$ cat src/rtl/sdpb_line_writer_if.sv
`default_nettype none
// ============================================================================
// Module      : sdpb_line_writer_if
// Description : Pixel-stream, BRAM port-A and line-publish signals of the
//               SDPB line writer. Optional drop_count under
//               SDPB_WRITER_DROP_COUNT_EN.
// Revision    : 1.0
// ============================================================================
interface sdpb_line_writer_if #(
   parameter int ADDRESS_DEPTH_A = 512,
   parameter int DATA_WIDTH_A    = 32,
   parameter int PIXEL_WIDTH     = 8
);
   localparam int c_aw = $clog2(ADDRESS_DEPTH_A);

   logic                    pix_valid;
   logic [PIXEL_WIDTH-1:0]  pix_data;
   logic                    frame_start;
   logic                    line_end;
   logic                    bank_done;
   logic                    cea;
   logic [c_aw-1:0]         ada;
   logic [DATA_WIDTH_A-1:0] din;
   logic                    line_ready;
   logic                    line_bank;
   logic [c_aw-1:0]         line_words;
   logic                    overflow;
`ifdef SDPB_WRITER_DROP_COUNT_EN
   logic [15:0]             drop_count;

   modport master (
      output pix_valid, pix_data, frame_start, line_end, bank_done,
      input  cea, ada, din, line_ready, line_bank, line_words, overflow, drop_count
   );
   modport slave (
      input  pix_valid, pix_data, frame_start, line_end, bank_done,
      output cea, ada, din, line_ready, line_bank, line_words, overflow, drop_count
   );
`else
   modport master (
      output pix_valid, pix_data, frame_start, line_end, bank_done,
      input  cea, ada, din, line_ready, line_bank, line_words, overflow
   );
   modport slave (
      input  pix_valid, pix_data, frame_start, line_end, bank_done,
      output cea, ada, din, line_ready, line_bank, line_words, overflow
   );
`endif
endinterface
`default_nettype wire

$ cat src/rtl/sdpb_line_writer.sv
`default_nettype none
// ============================================================================
// Module      : sdpb_line_writer
// Description : Packs pixels into BRAM words, ping-pongs two banks and
//               publishes lines. SDPB_WRITER_DROP_COUNT_EN adds drop_count.
// Revision    : 1.0
// ============================================================================
module sdpb_line_writer #(
   parameter int ADDRESS_DEPTH_A = 512,
   parameter int DATA_WIDTH_A    = 32,
   parameter int PIXEL_WIDTH     = 8
) (
   input  logic              clk,
   input  logic              resetn,
   sdpb_line_writer_if.slave bus
);
   localparam int c_aw         = $clog2(ADDRESS_DEPTH_A);
   localparam int c_ppw        = DATA_WIDTH_A / PIXEL_WIDTH;
   localparam int c_cw         = (c_ppw > 1) ? $clog2(c_ppw) : 1;
   localparam int c_bank_words = ADDRESS_DEPTH_A / 2;

   typedef enum logic [1:0] {
      S_FILL      = 2'd0,
      S_FLUSH     = 2'd1,
      S_PUBLISH   = 2'd2,
      S_WAIT_FREE = 2'd3
   } state_t;

   state_t                  r_state, w_state;
   logic                    r_wr_bank, w_wr_bank;
   logic [c_aw-1:0]         r_word_ptr, w_word_ptr;
   logic [c_cw-1:0]         r_pack_cnt, w_pack_cnt;
   logic [DATA_WIDTH_A-1:0] r_pack, w_pack;
   logic [1:0]              r_busy, w_busy;
   logic                    r_oldest, w_oldest;
   logic                    r_cea, w_cea;
   logic [c_aw-1:0]         r_ada, w_ada;
   logic [DATA_WIDTH_A-1:0] r_din, w_din;
   logic                    r_line_ready, w_line_ready;
   logic                    r_line_bank, w_line_bank;
   logic [c_aw-1:0]         r_line_words, w_line_words;
   logic                    r_overflow, w_overflow;
   logic                    w_accept, w_drop;
`ifdef SDPB_WRITER_DROP_COUNT_EN
   logic [15:0]             r_drop_count, w_drop_count;
`endif

   always_ff @(posedge clk or negedge resetn) begin
      if (!resetn) begin
         r_state      <= S_FILL;
         r_wr_bank    <= 1'b0;
         r_word_ptr   <= '0;
         r_pack_cnt   <= '0;
         r_pack       <= '0;
         r_busy       <= 2'b00;
         r_oldest     <= 1'b0;
         r_cea        <= 1'b0;
         r_ada        <= '0;
         r_din        <= '0;
         r_line_ready <= 1'b0;
         r_line_bank  <= 1'b0;
         r_line_words <= '0;
         r_overflow   <= 1'b0;
`ifdef SDPB_WRITER_DROP_COUNT_EN
         r_drop_count <= '0;
`endif
      end else begin
         r_state      <= w_state;
         r_wr_bank    <= w_wr_bank;
         r_word_ptr   <= w_word_ptr;
         r_pack_cnt   <= w_pack_cnt;
         r_pack       <= w_pack;
         r_busy       <= w_busy;
         r_oldest     <= w_oldest;
         r_cea        <= w_cea;
         r_ada        <= w_ada;
         r_din        <= w_din;
         r_line_ready <= w_line_ready;
         r_line_bank  <= w_line_bank;
         r_line_words <= w_line_words;
         r_overflow   <= w_overflow;
`ifdef SDPB_WRITER_DROP_COUNT_EN
         r_drop_count <= w_drop_count;
`endif
      end
   end

   always_comb begin
      w_state      = r_state;
      w_wr_bank    = r_wr_bank;
      w_word_ptr   = r_word_ptr;
      w_pack_cnt   = r_pack_cnt;
      w_pack       = r_pack;
      w_busy       = r_busy;
      w_oldest     = r_oldest;
      w_cea        = 1'b0;
      w_ada        = r_ada;
      w_din        = r_din;
      w_line_ready = 1'b0;
      w_line_bank  = r_line_bank;
      w_line_words = r_line_words;
      w_overflow   = r_overflow;
      w_accept     = 1'b0;
      w_drop       = 1'b0;
`ifdef SDPB_WRITER_DROP_COUNT_EN
      w_drop_count = r_drop_count;
`endif

      // Release is applied before any publish/wait decision in the same cycle.
      if (bus.bank_done && r_busy[r_oldest]) begin
         w_busy[r_oldest] = 1'b0;
         w_oldest         = ~r_oldest;
      end

      if (bus.frame_start) begin
         w_word_ptr = '0;
         w_pack_cnt = '0;
         w_pack     = '0;
         w_overflow = 1'b0;
`ifdef SDPB_WRITER_DROP_COUNT_EN
         w_drop_count = '0;
`endif
         if (!w_busy[r_wr_bank]) begin
            w_state  = S_FILL;
            w_accept = bus.pix_valid;
         end else begin
            w_state = S_WAIT_FREE;
            w_drop  = bus.pix_valid;
         end
      end else begin
         case (r_state)
            S_FILL: begin
               w_accept = bus.pix_valid;
               if (bus.line_end) w_state = S_FLUSH;
            end
            S_FLUSH: begin
               w_drop = bus.pix_valid;
               if (r_pack_cnt != '0) begin
                  w_cea      = 1'b1;
                  w_ada      = {r_wr_bank, r_word_ptr[c_aw-2:0]};
                  w_din      = r_pack;
                  w_word_ptr = r_word_ptr + c_aw'(1);
               end
               w_pack_cnt = '0;
               w_pack     = '0;
               w_state    = S_PUBLISH;
            end
            S_PUBLISH: begin
               w_drop       = bus.pix_valid;
               w_line_ready = 1'b1;
               w_line_bank  = r_wr_bank;
               w_line_words = r_word_ptr;
               if (w_busy == 2'b00) w_oldest = r_wr_bank;
               w_busy[r_wr_bank] = 1'b1;
               w_wr_bank  = ~r_wr_bank;
               w_word_ptr = '0;
               w_pack_cnt = '0;
               w_pack     = '0;
               w_state    = w_busy[~r_wr_bank] ? S_WAIT_FREE : S_FILL;
            end
            default: begin
               w_drop = bus.pix_valid;
               if (!w_busy[r_wr_bank]) w_state = S_FILL;
            end
         endcase
      end

      if (w_accept) begin
         if (w_word_ptr == c_aw'(c_bank_words)) begin
            w_drop = 1'b1;
         end else begin
            w_pack = w_pack | (DATA_WIDTH_A'(bus.pix_data) << (w_pack_cnt * PIXEL_WIDTH));
            if (w_pack_cnt == c_cw'(c_ppw - 1)) begin
               w_cea      = 1'b1;
               w_ada      = {r_wr_bank, w_word_ptr[c_aw-2:0]};
               w_din      = w_pack;
               w_word_ptr = w_word_ptr + c_aw'(1);
               w_pack_cnt = '0;
               w_pack     = '0;
            end else begin
               w_pack_cnt = w_pack_cnt + c_cw'(1);
            end
         end
      end

      if (w_drop) begin
         w_overflow = 1'b1;
`ifdef SDPB_WRITER_DROP_COUNT_EN
         if (w_drop_count != 16'hFFFF) w_drop_count = w_drop_count + 16'd1;
`endif
      end
   end

   assign bus.cea        = r_cea;
   assign bus.ada        = r_ada;
   assign bus.din        = r_din;
   assign bus.line_ready = r_line_ready;
   assign bus.line_bank  = r_line_bank;
   assign bus.line_words = r_line_words;
   assign bus.overflow   = r_overflow;
`ifdef SDPB_WRITER_DROP_COUNT_EN
   assign bus.drop_count = r_drop_count;
`endif
endmodule
`default_nettype wire
$ cat src/flat_wrapper.sv
// flat-port wrapper written by rule: the top's interface ports become plain ports
module sdpb_line_writer_flat 
#(
   parameter int ADDRESS_DEPTH_A = 512,
   parameter int DATA_WIDTH_A    = 32,
   parameter int PIXEL_WIDTH     = 8
)
  (clk, resetn, bus_pix_valid, bus_pix_data, bus_frame_start, bus_line_end, bus_bank_done, bus_cea, bus_ada, bus_din, bus_line_ready, bus_line_bank, bus_line_words, bus_overflow);
  sdpb_line_writer_if #(.ADDRESS_DEPTH_A(ADDRESS_DEPTH_A), .DATA_WIDTH_A(DATA_WIDTH_A), .PIXEL_WIDTH(PIXEL_WIDTH)) bus_i ();
  input  logic clk;
  input  logic resetn;
  input wire logic [$bits(bus_i.pix_valid)-1:0] bus_pix_valid;
  input wire logic [$bits(bus_i.pix_data)-1:0] bus_pix_data;
  input wire logic [$bits(bus_i.frame_start)-1:0] bus_frame_start;
  input wire logic [$bits(bus_i.line_end)-1:0] bus_line_end;
  input wire logic [$bits(bus_i.bank_done)-1:0] bus_bank_done;
  output wire logic [$bits(bus_i.cea)-1:0] bus_cea;
  output wire logic [$bits(bus_i.ada)-1:0] bus_ada;
  output wire logic [$bits(bus_i.din)-1:0] bus_din;
  output wire logic [$bits(bus_i.line_ready)-1:0] bus_line_ready;
  output wire logic [$bits(bus_i.line_bank)-1:0] bus_line_bank;
  output wire logic [$bits(bus_i.line_words)-1:0] bus_line_words;
  output wire logic [$bits(bus_i.overflow)-1:0] bus_overflow;
  assign bus_i.pix_valid = bus_pix_valid;
  assign bus_i.pix_data = bus_pix_data;
  assign bus_i.frame_start = bus_frame_start;
  assign bus_i.line_end = bus_line_end;
  assign bus_i.bank_done = bus_bank_done;
  assign bus_cea = bus_i.cea;
  assign bus_ada = bus_i.ada;
  assign bus_din = bus_i.din;
  assign bus_line_ready = bus_i.line_ready;
  assign bus_line_bank = bus_i.line_bank;
  assign bus_line_words = bus_i.line_words;
  assign bus_overflow = bus_i.overflow;
  sdpb_line_writer #(.ADDRESS_DEPTH_A(ADDRESS_DEPTH_A), .DATA_WIDTH_A(DATA_WIDTH_A), .PIXEL_WIDTH(PIXEL_WIDTH)) u_core (.clk(clk), .resetn(resetn), .bus(bus_i));
endmodule
$ cat config.mk
export PLATFORM = sky130hd
export DESIGN_NAME = sdpb_line_writer_flat
export DESIGN_NICKNAME = d
export VERILOG_FILES = /design/src/rtl/sdpb_line_writer_if.sv /design/src/rtl/sdpb_line_writer.sv /design/src/flat_wrapper.sv
export SDC_FILE = /design/constraint.sdc
export NUM_CORES = 1
export LEC_CHECK = 0
export CAP_MARGIN = 5
export CELL_PAD_IN_SITES_DETAIL_PLACEMENT = 1
export CELL_PAD_IN_SITES_GLOBAL_PLACEMENT = 1
export CORE_AREA = 2 2 116 118
export DETAILED_ROUTE_END_ITERATION = 7
export DIE_AREA = 0 0 118 120
export GPL_TIMING_DRIVEN = 0
export HOLD_SLACK_MARGIN = 0.12
export PLACE_DENSITY_LB_ADDON = 0.1
export SETUP_SLACK_MARGIN = 0.05
export SYNTH_ARGS = -nofsm -noshare
export SYNTH_HDL_FRONTEND = slang
export SYNTH_SLANG_ARGS = --single-unit
$ cat constraint.sdc
create_clock -name clk -period 4.15 [get_ports clk]
set_input_delay 0.83 -clock clk [delete_from_list [all_inputs] [get_ports clk]]
set_output_delay 0.83 -clock clk [all_outputs]
set_load 0.1 [all_outputs]
Word level (Yosys, flattened, before mapping)
Cells that the tools add are included.
{"block": "word_totals", "word_cells": 115, "register_bits": 103, "inputBits": 14, "out_inout_bits": 54}
{"block": "op_classes", "add_sub_neg": 3, "bitwise": 7, "n_eq_ne": 6, "shifts": 1, "mux": 69, "reduce_logical": 10, "order_cmp": 5}
{"operator": "32-bit two-way mux", "n": 11}
{"operator": "9-bit two-way mux", "n": 11}
{"operator": "32-bit bitwise OR", "n": 1}
{"operator": "8-bit by 5-bit left shift with 32-bit output", "n": 1}
{"operator": "1-bit two-way mux", "n": 30}
{"operator": "2-bit two-way mux", "n": 13}
{"operator": "9-bit by 1-bit adder with 9-bit output (second input constant)", "n": 2}
{"operator": "9-bit case mux with 2 select lines", "n": 1}
{"operator": "9-bit equality test (second input constant)", "n": 1}
{"operator": "1-bit by 2-bit < comparator with 1-bit output (second input constant)", "n": 3}
{"operator": "2-bit case mux with 3 select lines", "n": 1}
{"operator": "5-bit inequality test (second input constant)", "n": 1}
{"operator": "2-bit equality test (second input constant)", "n": 2}
{"operator": "2-bit zero test", "n": 2}
{"operator": "2-bit AND reduction", "n": 2}
{"operator": "2-bit nonzero test", "n": 2}
{"operator": "1-bit logical AND", "n": 3}
{"operator": "3-bit inequality test (second input constant)", "n": 1}
{"operator": "1-bit inverter", "n": 3}
{"operator": "2-bit by 1-bit adder with 2-bit output (second input constant)", "n": 1}
{"operator": "2-bit AND", "n": 1}
{"operator": "1-bit demux with 1-bit select", "n": 2}
{"operator": "2-bit by 1-bit equality test with 1-bit output (second input constant)", "n": 1}
{"operator": "1-bit greater-or-equal comparator (second input constant)", "n": 2}
{"operator": "other kinds (3)", "n": 3}

Longest topological paths before layout
{"block": "depth", "depth_word": 14, "mapped_depth": 17, "depth_no_buf": 13}

Worst setup path before layout
Ideal clock, no wire load.
{"block": "synth_path", "kind": "input -> register", "startpoint": "input bus_frame_start", "endpoint": "register u_core.r_din[1], in the netlist u_core.bus.din[1]", "slack_ps": 923, "setup_time_ps": 127, "arrival_time_ps": 3100, "required_ps": 4023, "stages": 14, "path_buffers": 3, "path_cell_list": "clkbuf_1 inv_1 nand2_1 nor2_1 inv_1 ha_1 inv_1 a211oi_2 nor4b_4 or2_1 buf_6 o31ai_4 buf_6 a221o_1"}
{"block": "synth_via", "elab_chain_len": 6, "elab_cells_between_ends": 12, "cone_classes": "2 x eq/ne; 1 x shift; 8 x mux; 1 x bitwise"}
{"item": "start, declared", "line_no": "flat_wrapper.sv:14", "rtl": "input wire logic [$bits(bus_i.frame_start)-1:0] bus_frame_start;"}
{"item": "2-bit two-way mux", "line_no": "sdpb_line_writer.sv:115", "rtl": "if (bus.frame_start) begin"}
{"item": "8-bit by 5-bit left shift with 32-bit output", "line_no": "sdpb_line_writer.sv:172", "rtl": "w_pack = w_pack | (DATA_WIDTH_A'(bus.pix_data) << (w_pack_cnt * PIXEL_WIDTH));"}
{"item": "32-bit bitwise OR", "line_no": "sdpb_line_writer.sv:172"}
{"item": "32-bit two-way mux", "line_no": "sdpb_line_writer.sv:173", "rtl": "if (w_pack_cnt == c_cw'(c_ppw - 1)) begin"}
{"item": "32-bit two-way mux", "line_no": "sdpb_line_writer.sv:169", "rtl": "if (w_word_ptr == c_aw'(c_bank_words)) begin"}
{"item": "32-bit two-way mux (*)", "line_no": "sdpb_line_writer.sv:168", "rtl": "if (w_accept) begin"}
{"item": "net u_core.w_din[1]", "line_no": "sdpb_line_writer.sv:38", "rtl": "logic [DATA_WIDTH_A-1:0] r_din, w_din;"}
{"item": "end signal, assigned", "line_no": "sdpb_line_writer.sv:77", "rtl": "r_din <= w_din;"}
{"item": "end, declared", "line_no": "sdpb_line_writer.sv:38"}
Mark *: on every way through the listed nets, which the timed path passes. The rest lies on a longest branch.
A chain may end at the register's enable or synchronous reset.

Final worst setup path
{"block": "layout_path", "startpoint": "register u_core.r_state[0]", "endpoint": "register u_core.r_pack[21]"}
{"block": "layout_via", "elab_chain_len": 9, "elab_cells_between_ends": 19, "cone_classes": "4 x eq/ne; 1 x shift; 11 x mux; 1 x bitwise; 2 x reduce/logical"}
{"item": "start, declared", "line_no": "sdpb_line_writer.sv:29", "rtl": "state_t r_state, w_state;"}
{"item": "start signal, assigned", "line_no": "sdpb_line_writer.sv:68", "rtl": "r_state <= w_state;"}
{"item": "2-bit by 1-bit equality test with 1-bit output or 2-bit equality test (tied branches)", "line_no": "sdpb_line_writer.sv:131", "rtl": "case (r_state)"}
{"item": "2-bit OR reduction (no line)"}
{"item": "2-bit two-way mux", "line_no": "sdpb_line_writer.sv:131"}
{"item": "2-bit two-way mux", "line_no": "sdpb_line_writer.sv:115"}
{"item": "8-bit by 5-bit left shift with 32-bit output", "line_no": "sdpb_line_writer.sv:172"}
{"item": "32-bit bitwise OR", "line_no": "sdpb_line_writer.sv:172"}
{"item": "32-bit two-way mux", "line_no": "sdpb_line_writer.sv:173"}
{"item": "32-bit two-way mux", "line_no": "sdpb_line_writer.sv:169"}
{"item": "32-bit two-way mux (*)", "line_no": "sdpb_line_writer.sv:168"}
{"item": "net u_core.w_pack[21]", "line_no": "sdpb_line_writer.sv:33", "rtl": "logic [DATA_WIDTH_A-1:0] r_pack, w_pack;"}
{"item": "end signal, assigned", "line_no": "sdpb_line_writer.sv:72", "rtl": "r_pack <= w_pack;"}
{"item": "end, declared", "line_no": "sdpb_line_writer.sv:33"}
Marks and branches as above.

==> impl_metrics.json <==
{
  "clk_latency_ns": 0.36,
  "grt_overflow": 0,
  "clk_path_buf_depth": 2,
  "critPathSlowestCell": "nor2_1",
  "die-area_um2": 14160,
  "p_sw_frac": 0.4589,
  "critical_path_class": "reg2reg",
  "ys_warn_count": 0,
  "sequentialPowerShare": 0.345,
  "period_needed_ns": 3.746,
  "hold_path.class": "in2async",
  "setup_slack_ns": 0.4039,
  "worstMarginPinSlew_ns": 0.9942,
  "cts_tree": "done",
  "wl_um": 14870,
  "hold_viol": 0,
  "synth-seq-cells": 103,
  "coreArea_um2": 12980,
  "r2r_cells": 15,
  "p_int_uw": 2005,
  "reg2reg_to": "u_core.r_pack[21]$_DFF_PN0_",
  "die_height_um": 120,
  "finalSetupViolCount": 0,
  "fillers": 1458,
  "finalNonFillerCells": 758,
  "drtIter0Drc": 205,
  "initial_utilization": 0.3898,
  "cp.depth": 15,
  "port_buffers": 66,
  "path_clk_slew_ns": 0.07,
  "p_sw_uw": 1700,
  "r2r_slack_ns": 0.40,
  "path_cells": "inv_1, ha_1, buf_4, nand2b_1, nand2_1, a21oi_1, inv_1, ha_1, inv_1, a211oi_2, nor4b_4, nor2_1, clkbuf_1, a32oi_1, nor2_1",
  "grt_pass1_vias": 4517,
  "clock_power_share": 0.224,
  "syn_area_per_cell_um2": 10.14,
  "cellLeakagePower_uw": 0.002894,
  "cts_buffers": 9,
  "mostFrequentLayoutCells": "dfrtp_1 (103), nand2_1 (65), clkdlybuf4s50_1 (65)",
  "grt_pass1_wl_um": 24580,
  "firstDrtPassIters": 4,
  "whs_ns": 0.4146,
  "r2r-start": "u_core.r_state[0]$_DFFE_PN0P_",
  "antenna_found_initial": 0,
  "synth_edf_count": 0,
  "placed_area_um2": 5966,
  "critPathBufInv": 5,
  "vias": 4214,
  "cp_max_fo": 10,
  "syn_nets": 521,
  "synth_cell_types": 54,
  "cts_num_sinks": 103,
  "critical_path_arrival_ns": 4.02,
  "pre_cts_slack_ns": -0.1262,
  "slew_headroom": 0.3351,
  "diodes": 0,
  "postCtsHoldBufs": 0,
  "synth_area_um2": 5060,
  "async_flop_share": 1.000,
  "critPathLaunchType": "register",
  "rsz0062_at_grt": "false",
  "final_common_cell": "dfrtp_1",
  "fin_total_pwr_uw": 3706,
  "cts_root_buf": "clkbuf_16",
  "yosysSeqAreaShare": 0.5094,
  "slew_viol_final": 0,
  "wl_per_cell_um": 19.62,
  "cap_violations": 0,
  "fmax_mhz": 266.9,
  "drive_gt1_frac": 0.07904,
  "post-route-cell-area_um2": 6257,
  "grt_use_total": 0.2218,
  "end_kind": "register",
  "critPathMaxStageDelay_ns": 0.50,
  "drc": 0,
  "powerDensity_nw_per_um2": 592.2,
  "syn_to_final_growth_pct": 23.66,
  "skew_ns": 0.01195,
  "syn_inst": 499,
  "cpMostUsedCell": "inv_1",
  "vdd_drop_max_v": 0.0005163,
  "pwr-share-comb": 0.431,
  "placed_cells": 742,
  "crit_required_ns": 4.43,
  "nets": 599,
  "gp_congestion": 0.8296,
  "status": "complete, no violations",
  "io_pins": 68,
  "via_per_inst": 5.559,
  "die_w_um": 118,
  "fin_crit_sh": 0.9027,
  "ant_nets": 0,
  "cts_max_level": 3,
  "rows": 42,
  "crit_family": "simple AND/OR/NAND/NOR gates",
  "grt_max_degree": 72,
  "ys.flop_type": "dfrtp_1",
  "place_hpwl_um": 10350
}
## layer usage
layer / share of wire / up-vias / GRT usage
met5: 0 / - / 0
met4: 0.0091 / 0 / 0.05196
met3: 0.032 / 11 / 0.05371
met2: 0.51 / 82 / 0.3834
met1: 0.45 / 2143 / 0.2811
li1: - / 1978 / -
## through the flow
| stage | util | TNS, ns |
|---|---|---|
| after floorplan | - | 0 |
| after global placement | 0.4577 | -185.50 |
| after detailed placement | 0.4596 | -2.898 |
| after CTS | 0.4817 | 0 |
| after global routing | 0.4821 | 0 |
| final | 0.4821 | 0 |
## synthesized netlist by cell type, drive strengths merged (2+ instances only)
cell,count,share of area
and3,34,0.042
o21ai,19,0.020
mux2,3,0.0067
a31oi,5,0.0062
a221o,34,0.067
xnor2,13,0.023
a32oi,32,0.055
clkbuf,23,0.018
nor2,56,0.042
ha,8,0.020
or3,2,0.0025
nand2b,4,0.0049
nand4,4,0.0049
dfrtp,103,0.51
nor3,6,0.0079
and2,2,0.0025
nand2,65,0.048
a21oi,8,0.0079
xor2,5,0.0087
nor4,3,0.0037
inv,15,0.011
a211oi,2,0.0040
or2,3,0.0037
mux2i,5,0.0099
nor3b,2,0.0030
a2bb2oi,2,0.0035
nor4b,2,0.0064
nand3,9,0.0089
buf,15,0.021
o211ai,3,0.0072
## timing repair
| action | CTS | global route |
|---|---|---|
| endpoints found under the setup margin | 7 | 30 |
| resized for setup | 1 | 2 |
| setup buffers | 0 | 0 |
| gates cloned | 0 | 0 |
| pin swaps | 0 | 0 |
## final cells by class
class                           count  area [µm²]  area share
Tap cell                          176       220.2     0.03519
Clock buffer                       11       242.7     0.03879
Buffer                             38       196.4     0.03139
Sequential cell                   103        2577      0.4119
Clock inverter                      5       42.54    0.006799
Multi-Input combinational cell    343        2236      0.3573
Inverter                           15       56.30    0.008998
Timing Repair Buffer               67       685.7      0.1096
## power by group through the flow
stage | Clock, µW | Sequential [µW] | Combinational [µW]
2_1_floorplan | 0 | 1900 | 547
3_3_place_gp | 0 | 1290 | 1570
3_5_place_dp | 0 | 1290 | 1600
4_1_cts | 856 | 1280 | 1600
5_1_grt | 896 | 1300 | 1690
6_report | 831 | 1280 | 1600
## worst max-delay path by stage
stage	start	end
floorplan	bus_frame_start	u_core.bus.din[1]$_DFF_PN0_
global placement	resetn	u_core.bus.din[28]$_DFF_PN0_
detailed placement	bus_frame_start	u_core.r_pack[5]$_DFF_PN0_
CTS	u_core.r_state[0]$_DFFE_PN0P_	u_core.r_pack[5]$_DFF_PN0_
global route	u_core.r_state[0]$_DFFE_PN0P_	u_core.r_pack[21]$_DFF_PN0_
finish	u_core.r_state[0]$_DFFE_PN0P_	u_core.r_pack[21]$_DFF_PN0_
## sequential cells by signal, summed over array words and instances, names as in the netlist, 2 cells and up
name / flops
u_core.r_word_ptr: 9
u_core.r_state: 2
u_core.r_pack_cnt: 2
u_core.bus.din: 32
u_core.bus.ada: 9
u_core.r_busy: 2
u_core.r_pack: 32
u_core.bus.line_words: 9
## cell families after synthesis
| logic type | Yosys count | synth area share |
|---|---|---|
| AND/OR/NAND/NOR | 195 | 0.1847 |
| flip-flops | 103 | 0.5094 |
| buffers and inverters | 53 | 0.04970 |
| AO/OA/AOI/OAI | 114 | 0.1887 |
| multiplexers | 8 | 0.01657 |
| XOR/XNOR | 18 | 0.03116 |
| adder cells (fa/ha/maj) | 8 | 0.01978 |
(Power assumes the default switching activity.)
